### src/rtl/output_arbiter.sv
// Round-robin output-port arbiter: picks one input controller whose route code
// targets this port, forwards its flit to the output FIFO, then idles one cycle.
module output_arbiter #(
  parameter int unsigned DATA_WIDTH = 8,
  parameter int unsigned N_PORT     = 5,
  parameter logic [2:0]  PORT_ID    = 3'b000
) (
  input  logic                         clk,
  input  logic                         rst,
  input  logic [N_PORT*3-1:0]          req_route,
  input  logic [N_PORT*DATA_WIDTH-1:0] req_data,
  input  logic                         full,
  output logic [DATA_WIDTH-1:0]        Data_out,
  output logic                         wr,
  output logic [N_PORT-1:0]            s_ack,
  output logic [2:0]                   grant_id,
  output logic [7:0]                   flit_cnt
);

  localparam logic [2:0] NO_GRANT = 3'b111;

  typedef enum logic [1:0] {
    IDLE = 2'd0,
    SEND = 2'd1,
    GAP  = 2'd2
  } state_t;

  state_t                  state;
  logic [2:0]              ptr;
  logic [N_PORT-1:0]       valid;
  logic                    found;
  logic [2:0]              win;
  logic [DATA_WIDTH-1:0]   win_data;
  int unsigned             idx;

  // A requester is valid only when its route code names this port.
  always_comb begin
    valid = '0;
    for (int unsigned i = 0; i < N_PORT; i++) begin
      valid[i] = (req_route[3*i +: 3] == PORT_ID);
    end
  end

  // Round-robin search starting one past the last served index.
  always_comb begin
    found    = 1'b0;
    win      = NO_GRANT;
    win_data = '0;
    idx      = 0;
    for (int unsigned k = 1; k <= N_PORT; k++) begin
      idx = (32'(ptr) + k) % N_PORT;
      for (int unsigned i = 0; i < N_PORT; i++) begin
        if (!found && (i == idx) && valid[i]) begin
          found    = 1'b1;
          win      = 3'(i);
          win_data = req_data[DATA_WIDTH*i +: DATA_WIDTH];
        end
      end
    end
  end

  // Write strobe and acknowledge follow full combinationally while sending.
  always_comb begin
    wr    = (state == SEND) && !full;
    s_ack = '0;
    for (int unsigned i = 0; i < N_PORT; i++) begin
      s_ack[i] = wr && (grant_id == 3'(i));
    end
  end

  always_ff @(posedge clk) begin
    if (rst) begin
      state    <= IDLE;
      ptr      <= 3'(N_PORT - 1);
      Data_out <= '0;
      grant_id <= NO_GRANT;
      flit_cnt <= '0;
    end else begin
      case (state)
        IDLE: begin
          if (found) begin
            state    <= SEND;
            grant_id <= win;
            Data_out <= win_data;
          end else begin
            grant_id <= NO_GRANT;
          end
        end
        SEND: begin
          // Flit is latched, so a withdrawn request cannot cancel or repeat it.
          if (!full) begin
            ptr      <= grant_id;
            flit_cnt <= flit_cnt + 8'd1;
            grant_id <= NO_GRANT;
            state    <= GAP;
          end
        end
        GAP: begin
          state <= IDLE;
        end
        default: begin
          state    <= IDLE;
          grant_id <= NO_GRANT;
        end
      endcase
    end
  end

endmodule

### config.mk
export PLATFORM = sky130hd
export DESIGN_NAME = output_arbiter
export DESIGN_NICKNAME = d
export VERILOG_FILES = /design/src/rtl/output_arbiter.sv
export SDC_FILE = /design/constraint.sdc
export NUM_CORES = 1
export LEC_CHECK = 0
export ABC_AREA = 1
export ABC_CLOCK_PERIOD_IN_PS = 12100
export CAP_MARGIN = 25
export CORE_MARGIN = 2
export CORE_UTILIZATION = 40
export CTS_CLUSTER_DIAMETER = 120
export DETAILED_ROUTE_END_ITERATION = 6
export PLACE_DENSITY = 0.72
export SYNTH_ARGS = -nofsm -noshare
export SYNTH_HDL_FRONTEND = slang
export SYNTH_SLANG_ARGS = --single-unit
### constraint.sdc
create_clock -name clk -period 12.1 [get_ports clk]
set_input_delay 1.815 -clock clk [delete_from_list [all_inputs] [get_ports clk]]
set_output_delay 1.815 -clock clk [all_outputs]
set_load 0.05 [all_outputs]
After elaboration in Yosys (flattened, before gate mapping)
Index checks and enable logic that the tools add are counted.
{"block": "word_totals", "ff_bits": 24, "input_bits": 58, "elab_cells": 223}
{"block": "op_classes", "n_addsub": 6, "div_mod_pow": 5, "n_eq_ne": 28, "muxes": 81, "n_bitwise": 2, "reduce_logical": 96}
{"operator": "$eq 2x32->1 const A", "n": 10}
{"operator": "$mux 8", "n": 25}
{"operator": "$eq 1x32->1 const A", "n": 5}
{"operator": "$eq 3x32->1 const A", "n": 5}
{"operator": "$logic_not 32->1", "n": 5}
{"operator": "$mod 32x3->32 const B", "n": 5}
{"operator": "$mux 3", "n": 27}
{"operator": "$logic_and 1x1->1", "n": 55}
{"operator": "$logic_not 1->1", "n": 25}
{"operator": "$mux 1", "n": 25}
{"operator": "$logic_not 3->1", "n": 6}
{"operator": "$pmux 3 s3", "n": 1}
{"operator": "$add 3x2->4 const B", "n": 2}
{"operator": "$add 3x3->4 const B", "n": 2}
{"operator": "$add 8x1->8 const B", "n": 1}
{"operator": "$reduce_and 2->1", "n": 4}
{"operator": "$eq 3x2->1 const B", "n": 2}
{"operator": "$add 3x1->4 const B", "n": 1}
{"operator": "$mux 2", "n": 2}
{"operator": "$ne 2x2->1 const B", "n": 2}
{"operator": "$pmux 2 s2", "n": 1}
{"operator": "$eq 3x1->1 const B", "n": 1}
{"operator": "$eq 3x3->1 const B", "n": 1}
{"operator": "$eq 2x1->1 const B", "n": 1}
{"operator": "3 further kinds", "n": 4}

Longest topological paths before layout
{"block": "logic_depth", "ltp_word": 103, "depth_mapped": 39}

Worst setup path after synthesis
No wires, ideal clock.
{"block": "synth_path", "path_type": "in2out", "start": "input full", "end": "output s_ack[3]", "arrival_ns": 3.933, "required_ns": 10.285, "setup_slack_ns": 6.352, "stages": 4, "path_buffers": 1, "path_cell_list": "nor2_1 -> clkbuf_1 -> nand2_1 -> nor3b_1"}
{"block": "synth_between", "elab_chain_len": 3}
{"element": "from (decl)", "line": "12", "rtl": "input logic full,"}
{"element": "$logic_not 1->1"}
{"element": "$logic_and 1x1->1", "line": "64", "rtl": "wr = (state == SEND) && !full;"}
{"element": "via wr", "line": "14", "rtl": "output logic wr,"}
{"element": "$logic_and 1x1->1", "line": "67", "rtl": "s_ack[i] = wr && (grant_id == 3'(i));"}
{"element": "to (decl)", "line": "15", "rtl": "output logic [N_PORT-1:0] s_ack,"}
The timed path passes the listed nets, and every way through them passes these cells.

Final worst setup path
{"block": "layout_path", "start": "register ptr[2]", "end": "register Data_out[4]"}
{"block": "layout_between", "elab_chain_len": 102, "word_cells_on_any_way": 159}
{"element": "from (decl)", "line": "29", "rtl": "logic [2:0] ptr;"}
{"element": "from (signal assigned)", "line": "74", "rtl": "ptr <= 3'(N_PORT - 1);"}
{"element": "from (signal assigned)", "line": "92", "rtl": "ptr <= grant_id;"}
{"element": "$add 3x1->4", "line": "51", "rtl": "idx = (32'(ptr) + k) % N_PORT;"}
{"element": "$mod 32x3->32", "line": "51"}
{"element": "$logic_not 32->1", "line": "53", "rtl": "if (!found && (i == idx) && valid[i]) begin"}
{"element": "$logic_and 1x1->1", "line": "53"}
{"element": "$mux 1", "line": "53"}
{"element": "$logic_not 1->1", "line": "53"}
{"element": "$logic_and 1x1->1 (2 in a row)", "line": "53"}
{"element": "$mux 1", "line": "53"}
{"element": "[83 not listed]"}
{"element": "$mux 1", "line": "53"}
{"element": "$logic_not 1->1", "line": "53"}
{"element": "$logic_and 1x1->1 (2 in a row)", "line": "53"}
{"element": "$mux 1", "line": "53"}
{"element": "$logic_not 1->1", "line": "53"}
{"element": "$logic_and 1x1->1 (2 in a row)", "line": "53"}
{"element": "$mux 1", "line": "53"}
{"element": "$reduce_and 2->1 (no source line)"}
{"element": "to (signal assigned)", "line": "84", "rtl": "Data_out <= win_data;"}
{"element": "to (decl)", "line": "13", "rtl": "output logic [DATA_WIDTH-1:0] Data_out,"}
Parallel ways exist; a longest one is shown, timed or not.
A chain may end at the register's enable or synchronous reset.

==> run summary <==
Switch Pwr: 695 uW
Syn_nets: 1109
Final hold vios: 0
Leakage: 0.00332 uW
Worst Tran Pin Value: 1.01 ns
Global placer's final weighted congestion: 1.07
Longest Clk Path Bufs: 2
Sequential share of power: 9.5%
Combinational power share: 82.2%
Die H: 122 um
WL/cell: 15.5 um
Post-CTS Resized: 0
Post-Place Cell Area: 6580 sq um
Required @ worst endpoint: 12.26 ns
Reg-to-reg slack, setup: 6.03 ns
Most frequent cells after synthesis: nand2_1, nor2_1, inv_1, nand3_1, nand4_1
DRT Pass-1 Iters: 6
Internal power: 457 uW
# diodes: 0
Final min period: 6.07 ns
H-tree depth: 1
Routed vias/inst: 5.45
CP top delay family: simple AND/OR/NAND/NOR gates
Total of max-cap violations: 0
HP Class: flop to flop
Area delta synth->final: 19.9%
1st-iter DRT viols: 852
Worst-path fanout max: 12
Crit path launch: ptr[2]
Achievable frequency: 165 MHz
Synth Register Bits: 24
Final Instance Area: 6680 sq um
DRC viols: 0
Buffers & Inverters on Critical Path: 6
Postcts setup bufs: 0
Syn_area_per_cell: 5.48 sq um
Std-Cell Core Area: 13700 sq um
Yosys warns: 0
Ys async rst share: 0%
P per Cell Area: 172 nW/um^2
Final critical-path share of the clock period: 50.1%
Congestion Overflow GR: 0
# fillers: 1464
R2r endpoint: Data_out[4]
EDFF count, synth: 0
Critical Path End: Data_out[4]
Vias in the first global route: 6315
Post-Syn Instances: 1017
Initial core utilization: 40.6%
Most used DFF post-synth: dfxtp_1
Slowest cell on crit path: dfxtp_1
Final ANT Viol Nets: 0
Die width: 122 um
Die area: 14900 sq um
Layout cells sized above 1: 9.91%
Clock transition at path regs: 0.07 ns
Pin count of the biggest net entering global routing: 24
Run status: finished clean
Max transition margin: 32.1%
Initial antenna violation count: 0
Final Core Density: 48.7%
CP Class: flop to flop
First-pass GRT wire length: 31700 um
Detailed placement HPWL: 15900 um
Reg2reg start: ptr[2]
Tot GR Track Use: 26.1%
Clock Power Share: 8.3%
CP endpoint kind: flop
Most frequent CP cell: nor2_1
VDD IR-drop max: 0.000124 V
CP Depth: 31
Count leader, synth: nand2_1
Unrepaired setup endpoints after global routing: no
Critical Path Source Type: flop
Yosys top cell area share: 14.8%
Cts-stage hold buffer count: 0
Vias: 6927
Nets: 1183
Port Buffers: 82
TritonCTS Buffers: 3
Synthesized area: 5570 sq um
Total I/O pin count: 83
CTS sink cnt: 24
CP arrival: 6.23 ns
Max stage delay on crit path: 0.58 ns
Post-synth cell types: 50
Detailed-route wire length: 19700 um
Seq/Total Area, Yosys: 8.62%
Max Slew Vio Count: 0
Sw frac: 60.4%
Latest clock arrival within the worst-skew pair: 0.26 ns
Skew final: 0.00679 ns
Ranking of synthesized cells by area: nand2_1, nor2_1, nand3_1
Yosys top cell by area: nand2_1
TritonCTS clock tree: built
Row count: 43
Setup tns final: 0 ns
Worst r2r path cells: 31
# setup viols final: 0
Root buf cell: clkbuf_16
-- cell type report --
type	instances	area, sq um	share of cell area (%)
Clock buffer	3	75.1	1.12
Clock inverter	1	30.0	0.450
Inverter	155	584	8.75
Multi-Input combinational cell	819	4420	66.2
Sequential cell	24	480	7.19
Tap cell	180	225	3.37
Timing Repair Buffer	88	866	13.0
-- worst min path at each step --
stage / from / to / cells past startpoint / slack, ns
final: flit_cnt[7] / flit_cnt[7] / 2 / 0.47
after global routing: flit_cnt[7] / flit_cnt[7] / 2 / 0.51
after CTS: flit_cnt[7] / flit_cnt[7] / 2 / 0.47
after detailed placement: flit_cnt[7] / flit_cnt[7] / 2 / 0.46
after global placement: flit_cnt[7] / flit_cnt[7] / 2 / 0.46
after floorplan: state[1] / grant_id[2] / 4 / 0.55
-- worst reg2reg max path, delay by kind of cell (launching register included) --
kind | cells | cell delay (ns)
xor gates and xnor gates | 1 | 0.26
DFF | 1 | 0.58
AOI/OAI and AO/OA | 3 | 0.49
and+or+nand+nor | 18 | 2.99
adders and majority gates | 3 | 0.89
buffers and inverters | 6 | 0.75
-- sequential cells by signal (all words and copies together) (netlist names) --
signal    flops
Data_out      8
flit_cnt      8
grant_id      3
ptr           3
state         2
-- logic make-up (layout without fill, tap and decap cells) --
family | count (synthesis) | after routing | synth area share, %
and+or+nand+nor | 691 | 691 | 60.2
buffers and inverters | 174 | 247 | 12.3
AOI/OAI and AO/OA | 84 | 84 | 9.12
adders and majority gates | 34 | 34 | 7.77
DFF | 24 | 24 | 8.62
xor gates and xnor gates | 10 | 10 | 2.04
-- power groups by stage --
| stage | combinational [uW] | sequential (uW) | clock, uW |
|---|---|---|---|
| 6_report | 947 | 109 | 95.5 |
| 3_3_place_gp | 924 | 110 | 0 |
| 2_1_floorplan | 694 | 147 | 0 |
| 5_1_grt | 1050 | 112 | 102 |
| 3_5_place_dp | 928 | 111 | 0 |
| 4_1_cts | 932 | 109 | 96.8 |
-- metrics by stage --
stage	hold WS (ns)	setup WS, ns	cells	power [uW]
after floorplan	0.550	6.35	1017	841
after global placement	0.459	6.20	1266	1030
after detailed placement	0.464	6.17	1266	1040
after CTS	0.474	6.16	1270	1140
after global routing	0.509	5.47	1270	1270
final	0.469	6.03	1270	1150
-- routing by layer --
metal,up-vias,wire [um],GRT usage (%)
met1,3020,8850,37.1
met5,-,0,0
met2,358,8310,40.3
met4,0,527,8.12
li1,3499,-,-
met3,50,2010,4.31
-- cell usage in the layout, fill, tap and decap left out, types with 3 or more instances in the layout --
| master | Yosys | final |
|---|---|---|
| clkdlybuf4s50_1 | 0 | 82 |
| inv_1 | 133 | 133 |
| nand3_2 | 16 | 16 |
| ha_1 | 33 | 33 |
| o21a_1 | 3 | 3 |
| buf_4 | 2 | 6 |
| a21oi_1 | 27 | 27 |
| nand4_1 | 74 | 74 |
| nand3b_1 | 3 | 3 |
| nand2_2 | 13 | 13 |
| inv_2 | 20 | 20 |
| xor2_1 | 7 | 7 |
| nor3_1 | 31 | 29 |
| nor2_4 | 7 | 7 |
| dfxtp_1 | 24 | 24 |
| nor3_2 | 2 | 4 |
| nand2_4 | 4 | 4 |
| nand2_1 | 219 | 219 |
| o21ai_2 | 4 | 4 |
| or2_2 | 4 | 4 |
| nor2_1 | 181 | 181 |
| o21ai_1 | 20 | 20 |
| nand3_1 | 105 | 105 |
| o211ai_1 | 3 | 3 |
| clkbuf_16 | 0 | 3 |
| nand4_2 | 7 | 7 |
| nor2_2 | 9 | 9 |
| nor4_1 | 9 | 9 |
| o21ai_0 | 16 | 16 |
No activity file was read; power rests on OpenSTA's default activity.
